--- config.mk ---
export PLATFORM = sky130hd
export DESIGN_NAME = seg7_capture
export DESIGN_NICKNAME = d
export VERILOG_FILES = /design/src/rtl/seg7_capture.sv
export SDC_FILE = /design/constraint.sdc
export NUM_CORES = 1
export LEC_CHECK = 0
export CAP_MARGIN = 10
export CORE_ASPECT_RATIO = 1.75
export CORE_MARGIN = 1.5
export CORE_UTILIZATION = 29
export DETAILED_ROUTE_END_ITERATION = 10
export PLACE_DENSITY = 0.62
export SLEW_MARGIN = 20
export SYNTH_ARGS = -nofsm -noshare
export SYNTH_HDL_FRONTEND = slang
export SYNTH_SLANG_ARGS = --single-unit
--- constraint.sdc ---
create_clock -name clk -period 2.9 [get_ports clk]
set_clock_uncertainty 0.1 [all_clocks]
set_input_delay 0.58 -clock clk [delete_from_list [all_inputs] [get_ports clk]]
set_output_delay 0.58 -clock clk [all_outputs]
set_load 0.1 [all_outputs]
--- src/rtl/seg7_capture.sv ---
// ---------------------------------------------------------------------------
// seg7_capture
//
// Monitors a multiplexed 7-segment display bus. Each cycle it samples the
// tuple {enable, digit_sel, seg}. A tuple must stay identical for
// STABLE_CYCLES samples before it is committed. A committed tuple is decoded
// back to its hex nibble, and the nibble is written into a per-digit
// value/valid register file.
//
// Ports
//   clk          system clock, rising edge
//   rst          asynchronous reset, active-high
//   seg_in       segment lines {g,f,e,d,c,b,a}, active-high
//   digit_sel    one-hot digit select, active-high
//   enable       display enable; 0 blanks the display (seg treated as 0)
//   value_out    decoded nibbles; digit i occupies bits [4i+3:4i]
//   digit_valid  1 = nibble i holds a legally decoded value
//   update       one-cycle pulse; a nibble was written this cycle
//   update_idx   index of the written digit (meaningful while update=1)
//   code_err     one-cycle pulse; illegal pattern or non-one-hot select
// ---------------------------------------------------------------------------
module seg7_capture #(
    parameter int NUM_DIGITS    = 4,
    parameter int STABLE_CYCLES = 3
) (
    input  logic                    clk,
    input  logic                    rst,
    input  logic [6:0]              seg_in,
    input  logic [NUM_DIGITS-1:0]   digit_sel,
    input  logic                    enable,
    output logic [4*NUM_DIGITS-1:0] value_out,
    output logic [NUM_DIGITS-1:0]   digit_valid,
    output logic                    update,
    output logic [2:0]              update_idx,
    output logic                    code_err
);

    localparam int               CNT_W   = $clog2(STABLE_CYCLES + 1);
    localparam logic [CNT_W-1:0] CNT_MAX = CNT_W'(STABLE_CYCLES);
    localparam logic [CNT_W-1:0] CNT_ONE = CNT_W'(1);

    // Returns {legal, nibble}. legal=0 marks a pattern that is not in the table.
    function automatic logic [4:0] decode_seg(input logic [6:0] seg);
        logic [4:0] res;
        res = 5'b0_0000;
        case (seg)
            7'b0111111: res = 5'b1_0000;
            7'b0000110: res = 5'b1_0001;
            7'b1011011: res = 5'b1_0010;
            7'b1001111: res = 5'b1_0011;
            7'b1100110: res = 5'b1_0100;
            7'b1101101: res = 5'b1_0101;
            7'b1111101: res = 5'b1_0110;
            7'b0000111: res = 5'b1_0111;
            7'b1111111: res = 5'b1_1000;
            7'b1100111: res = 5'b1_1001;
            7'b1110111: res = 5'b1_1010;
            7'b1111100: res = 5'b1_1011;
            7'b0111001: res = 5'b1_1100;
            7'b1011110: res = 5'b1_1101;
            7'b1111001: res = 5'b1_1110;
            7'b1110001: res = 5'b1_1111;
            default:    res = 5'b0_0000;
        endcase
        return res;
    endfunction

    // ---------------- sample / stability stage ----------------
    logic                  en_q,     en_d;
    logic [NUM_DIGITS-1:0] sel_q,    sel_d;
    logic [6:0]            seg_q,    seg_d;
    logic                  no_prev_q, no_prev_d;
    logic [CNT_W-1:0]      cnt_q,    cnt_d;
    logic                  pend_q,   pend_d;
    logic                  changed;

    always_comb begin
        en_d      = enable;
        sel_d     = digit_sel;
        seg_d     = enable ? seg_in : 7'b000_0000;
        no_prev_d = 1'b0;
        changed   = no_prev_q || (en_d != en_q) || (sel_d != sel_q) || (seg_d != seg_q);
        if (changed) begin
            cnt_d = CNT_ONE;
        end else if (cnt_q == CNT_MAX) begin
            cnt_d = cnt_q;
        end else begin
            cnt_d = cnt_q + CNT_ONE;
        end
        // Commit only on the cycle the count arrives at the threshold. When
        // STABLE_CYCLES=1 a change alone lands there, even if the count was
        // already saturated for the previous tuple.
        pend_d = (cnt_d == CNT_MAX) && (changed || (cnt_q != CNT_MAX));
    end

    always_ff @(posedge clk or posedge rst) begin
        if (rst) begin
            en_q      <= 1'b0;
            sel_q     <= '0;
            seg_q     <= 7'b000_0000;
            no_prev_q <= 1'b1;
            cnt_q     <= '0;
            pend_q    <= 1'b0;
        end else begin
            en_q      <= en_d;
            sel_q     <= sel_d;
            seg_q     <= seg_d;
            no_prev_q <= no_prev_d;
            cnt_q     <= cnt_d;
            pend_q    <= pend_d;
        end
    end

    // ---------------- commit stage ----------------
    // pend_q says that the tuple now held in sel_q/seg_q has just become stable.
    logic [4*NUM_DIGITS-1:0] value_q,  value_d;
    logic [NUM_DIGITS-1:0]   valid_q,  valid_d;
    logic                    update_q, update_d;
    logic [2:0]              idx_q,    idx_d;
    logic                    err_q,    err_d;
    logic                    sel_one_hot;
    logic                    seg_blank;
    logic [4:0]              dec;
    logic [2:0]              sel_idx;

    always_comb begin
        value_d  = value_q;
        valid_d  = valid_q;
        update_d = 1'b0;
        idx_d    = idx_q;
        err_d    = 1'b0;

        sel_one_hot = (sel_q != '0) && ((sel_q & (sel_q - NUM_DIGITS'(1))) == '0);
        seg_blank   = (seg_q == 7'b000_0000);
        dec         = decode_seg(seg_q);

        sel_idx = 3'd0;
        for (int i = 0; i < NUM_DIGITS; i++) begin
            if (sel_q[i]) begin
                sel_idx = 3'(i);
            end
        end

        if (pend_q && (sel_q != '0)) begin
            if (!sel_one_hot) begin
                err_d = 1'b1;
            end else begin
                for (int i = 0; i < NUM_DIGITS; i++) begin
                    if (sel_q[i]) begin
                        if (seg_blank) begin
                            valid_d[i] = 1'b0;
                        end else if (dec[4]) begin
                            value_d[4*i +: 4] = dec[3:0];
                            valid_d[i]        = 1'b1;
                        end else begin
                            valid_d[i] = 1'b0;
                        end
                    end
                end
                if (!seg_blank) begin
                    if (dec[4]) begin
                        update_d = 1'b1;
                        idx_d    = sel_idx;
                    end else begin
                        err_d = 1'b1;
                    end
                end
            end
        end
    end

    always_ff @(posedge clk or posedge rst) begin
        if (rst) begin
            value_q  <= '0;
            valid_q  <= '0;
            update_q <= 1'b0;
            idx_q    <= 3'd0;
            err_q    <= 1'b0;
        end else begin
            value_q  <= value_d;
            valid_q  <= valid_d;
            update_q <= update_d;
            idx_q    <= idx_d;
            err_q    <= err_d;
        end
    end

    assign value_out   = value_q;
    assign digit_valid = valid_q;
    assign update      = update_q;
    assign update_idx  = idx_q;
    assign code_err    = err_q;

endmodule

== Yosys cells after proc, flatten, opt, wreduce, memory -nomap -nowiden ==
Cells that the tools add are included.
Operators by class
  add/sub/neg operators: 2
  $mul: 0
  div/mod/pow operators: 0
  magnitude comparators: 0
  equality and inequality tests: 22
  shift operators: 0
  mux-type cells: 15
  bitwise logic cells: 2
  reductions and logical operators: 19
Operator list (count)
  $eq A7 B7 Y1 const B: 12
  $pmux W5 S16: 1
  $reduce_and A5 Y1: 4
  $eq A7 B3 Y1 const B: 2
  $eq A7 B6 Y1 const B: 2
  $reduce_and A3 Y1: 4
  $mux W1: 9
  $logic_not A7 Y1: 1
  $mux W7: 1
  $ne A7 B7 Y1: 1
  $mux W3: 2
  $and A4 B4 Y4: 1
  $eq A2 B2 Y1 const B: 2
  $logic_not A4 Y1: 1
  $logic_or A1 B1 Y1: 4
  $mux W2: 2
  $ne A4 B4 Y1: 1
  $reduce_and A4 Y1: 1
  $reduce_bool A4 Y1: 1
  $sub A4 B1 Y4 const B: 1
  $logic_and A1 B1 Y1: 3
  $add A2 B1 Y2 const B: 1
  $ne A2 B2 Y1 const B: 1
  $ne A1 B1 Y1: 1
  $not A1 Y1: 1
Storage, ports and cells
  flip-flop bits (word level): 41
  bits in latches: 0
  bits in writable memories: 0
  bits in read-only memories: 0
  input bits: 14
  word-level logic and storage cells: 77
  memories: 0

== Logic depth before layout (Yosys ltp) ==
  word-level depth: 7
  mapped depth: 8

== Least setup slack after synthesis ==
No wires, ideal clock.
  kind: flip-flop to flip-flop
  start: register seg_q[4]
  end: register value_q[4] (netlist: value_out[4])
  arrival: 1.960 ns
  setup slack: 0.714 ns
  cell stages (with the launch flop): 9
  buffers on the path: 2
  period minus slack after synthesis: 2.186 ns
  path through: dfrtp_1 buf_6 or4_4 o22ai_2 nor4_2 a21oi_2 buf_6 nand2_4 mux2_4
On the way
  cells in the longest elaborated chain, start to end: 3
  elaborated cells between the ends (all ways): 20
Ends and longest elaborated chain
  start, declared: RTL line 71  | logic [6:0] seg_q, seg_d;
  start signal, assigned: RTL line 107  | seg_q <= seg_d;
  $eq A7 B7 Y1 (tied with other cells): RTL line 46  | case (seg)
  $pmux W5 S16 or $not A1 Y1 (tied branches)
  $reduce_and A5 Y1 (no line)
  end signal, assigned: RTL line 180  | value_q <= value_d;
  end, declared: RTL line 116  | logic [4*NUM_DIGITS-1:0] value_q, value_d;
Parallel ways exist; a longest one is shown, timed or not.
A chain may end at the register's enable or synchronous reset.

== Worst setup path in the final report ==
  start: register seg_q[1]
  end: register value_q[12] (netlist: value_out[12])
The elaborated chain is that of the path after synthesis.

==> impl_metrics.json <==
{
  "core_area_mm2": 0.00686,
  "r2r_start": "seg_q[1]",
  "crit_path_start_kind": "flip-flop",
  "avgSynthCellArea_um2": 10.0,
  "p_leak_nw": 1.17,
  "cts_tree": "yes",
  "drt_iter0_drc": 61,
  "ios": 39,
  "ant_nets": 0,
  "start_util_pct": 30.0,
  "fin_hold_ws_ns": 0.383,
  "pwr-share-clk_pct": 47.4,
  "port_buffers": 37,
  "cts_max_level": 2,
  "die_h_um": 114,
  "ys_async_sr_fraction_pct": 100,
  "fp-row-count": 40,
  "max-slew-margin-rel_pct": 57.1,
  "drc_errors": 0,
  "grt_pass1_vias": 1584,
  "routedWlPerCell_um": 13.5,
  "r2r_end": "value_out[12]",
  "reg2reg_depth": 6,
  "synthCells": 205,
  "synth_enable_flop_cells": 0,
  "setup-violations-final": 0,
  "die_w_um": 66.6,
  "synth_area_mm2": 0.00206,
  "p_per_area_mw_per_mm2": 512,
  "p_int_mw": 1.02,
  "cap_violations": 0,
  "syn_to_final_growth_pct": 25.0,
  "cts_root_buf": "clkbuf_16",
  "synth_warnings": 0,
  "p_total_mw": 1.31,
  "clockBufferDepth": 2,
  "seq_area_frac_synth_pct": 48.8,
  "clkSinkCount": 40,
  "ys.flop_type": "dfrtp_1",
  "ctsHoldBuffers": 0,
  "antenna_found_initial": 0,
  "die_area_mm2": 0.00762,
  "antenna_cells": 0,
  "grt-ovfl-total": 0,
  "hold_viol_final": 0,
  "crit_end": "value_out[12]",
  "vdd_drop_max_mv": 0.240,
  "grt_pass1_wl_um": 7520,
  "num-nets-final": 254,
  "power_frac_comb_pct": 7.5,
  "synth-seq-cells": 40,
  "finalCritPeriodShare_pct": 84.5,
  "post_cts_resized": 0,
  "setup.worst_path.start": "seg_q[1]",
  "crit_fanout": 14,
  "layout-drive-gt1-share_pct": 21.6,
  "synth_cell_types": 47,
  "grt_max_degree": 41,
  "maxSlewViolCount": 0,
  "layout_min_cycle_time_ns": 2.45,
  "worstHoldPathType": "flip-flop to flip-flop",
  "reg2reg_slack_ns": 0.45,
  "worstPathArrival_ns": 2.52,
  "critical_path_class": "flip-flop to flip-flop",
  "route.vias.total": 1625,
  "clock.fmax_ghz": 0.408,
  "wirelength_um": 4390,
  "clk_pin_slew_ns": 0.06,
  "track_usage_pct": 12.9,
  "finalSetupTns_ns": 0,
  "swShare_pct": 22.6,
  "worstPathRequired_ns": 2.97,
  "viasPerCell": 5.00,
  "cts_buffers": 5,
  "rsz0062_at_grt": "no",
  "worst_slew_pin_slew_ns": 0.637,
  "dp.final_hpwl_um": 3320,
  "dr.pass1.iters": 4,
  "clkLatencyLatePin_ns": 0.28,
  "status": "finished clean",
  "p_switching_mw": 0.297,
  "post-cts-setup-buffers": 0,
  "cp-end-kind": "flip-flop",
  "gp_congestion": 0.843,
  "power_frac_seq_pct": 45.1
}
==> state kept, by name (all words and copies together) (netlist names), 2 cells and up <==
| register | count |
|---|---|
| cnt_q | 2 |
| digit_valid | 4 |
| seg_q | 7 |
| sel_q | 4 |
| update_idx | 2 |
| value_out | 16 |
==> cells in the final DEF, fill, tap and decap left out, types with 2 or more instances in the layout <==
| cell type | count |
|---|---|
| a22o_1 | 4 |
| xnor2_1 | 9 |
| conb_1 | 2 |
| nor2_1 | 12 |
| and2_1 | 7 |
| mux2_2 | 6 |
| and3_1 | 2 |
| inv_1 | 8 |
| nand2_1 | 19 |
| dfrtp_1 | 39 |
| clkbuf_16 | 5 |
| nor4_1 | 5 |
| a21oi_1 | 16 |
| nor3_1 | 7 |
| xor2_1 | 3 |
| nand4_1 | 4 |
| mux2_4 | 2 |
| nand3b_1 | 4 |
| nand3_1 | 6 |
| or3_1 | 3 |
| o211a_1 | 2 |
| buf_4 | 28 |
| clkdlybuf4s50_1 | 13 |
| a31oi_1 | 3 |
| o21ai_0 | 9 |
==> power groups by stage <==
stage	clock, mW	combinational [mW]	sequential, mW
final	0.623	0.0992	0.592
after global routing	0.664	0.112	0.595
after CTS	0.639	0.102	0.592
after detailed placement	0	0.101	0.602
after global placement	0	0.0998	0.602
after floorplan	0	0.0867	0.585
==> cells by family (layout without fill, tap and decap cells) <==
logic type	after synthesis	in the layout	synth area share, %
AND/OR/NAND/NOR	79	79	21.2
AO/OA/AOI/OAI	43	43	13.5
flip-flops	40	40	48.8
buffers and inverters	22	57	6.51
XOR/XNOR	12	12	5.11
multiplexers	8	8	4.75
other	1	2	0.182
==> how the worst min path moves through the flow <==
stage                   from  slack, ns  endpoint  cells past startpoint
finish              cnt_q[0]       0.38  cnt_q[0]                      1
global route        cnt_q[1]       0.41  cnt_q[1]                      1
CTS                 cnt_q[0]       0.39  cnt_q[0]                      1
detailed placement  cnt_q[0]       0.37  cnt_q[0]                      1
global placement    cnt_q[1]       0.37  cnt_q[0]                      1
floorplan           cnt_q[0]       0.35  cnt_q[0]                      1
==> per-layer routing <==
metal  GRT usage (%)  part of all wire [%]
met5               0                     0
met4            7.21                   3.9
met3            2.75                   4.0
met2            22.3                    54
met1            14.2                    38
==> worst max-delay path, stage by stage, from the launching register on <==
cell	delay, ns
dfrtp_1	0.55
or2_2	0.40
nor4_1	0.30
nor3_1	0.18
a21oi_2	0.33
nand2_1	0.17
mux2_2	0.29
==> per-stage QoR <==
| stage | setup WS [ns] | area (um2) | util [%] | std cells |
|---|---|---|---|---|
| 6_report | 0.450 | 2570 | 37.5 | 325 |
| 4_1_cts | 0.455 | 2570 | 37.5 | 325 |
| 2_1_floorplan | 0.714 | 2060 | - | 206 |
| 3_5_place_dp | 0.359 | 2400 | 35.0 | 317 |
| 3_3_place_gp | 0.408 | 2400 | 35.0 | 317 |
| 5_1_grt | 0.180 | 2570 | 37.5 | 325 |
==> Yosys cell counts (all sizes together) (2+ instances only) <==
cell | number | area share, %
o21ai | 9 | 2.2
nand2 | 20 | 4.0
a31oi | 3 | 0.91
nand3 | 6 | 1.5
nor2 | 12 | 2.2
nor4 | 6 | 2.1
a21oi | 17 | 4.3
or3b | 2 | 0.85
nor3 | 7 | 1.7
and3 | 2 | 0.61
xor2 | 3 | 1.3
mux2 | 8 | 4.7
and2 | 7 | 2.1
nand3b | 4 | 1.5
clkbuf | 5 | 1.4
inv | 8 | 1.5
buf | 9 | 3.7
a22o | 4 | 1.7
or3 | 3 | 0.91
nand4 | 4 | 1.2
o211a | 2 | 0.97
dfrtp | 39 | 47
xnor2 | 9 | 3.8
==> layout make-up <==
cell class / instances / area, um2
inverters: 8 / 30.0
well taps: 84 / 105
fillers: 689 / 4290
clock inverters: 3 / 42.5
flip-flops and latches: 40 / 1000
multi-input cells: 144 / 923
clock buffers: 5 / 125
repair buffers: 41 / 340
Note: power is estimated with default switching activity, not from simulation.
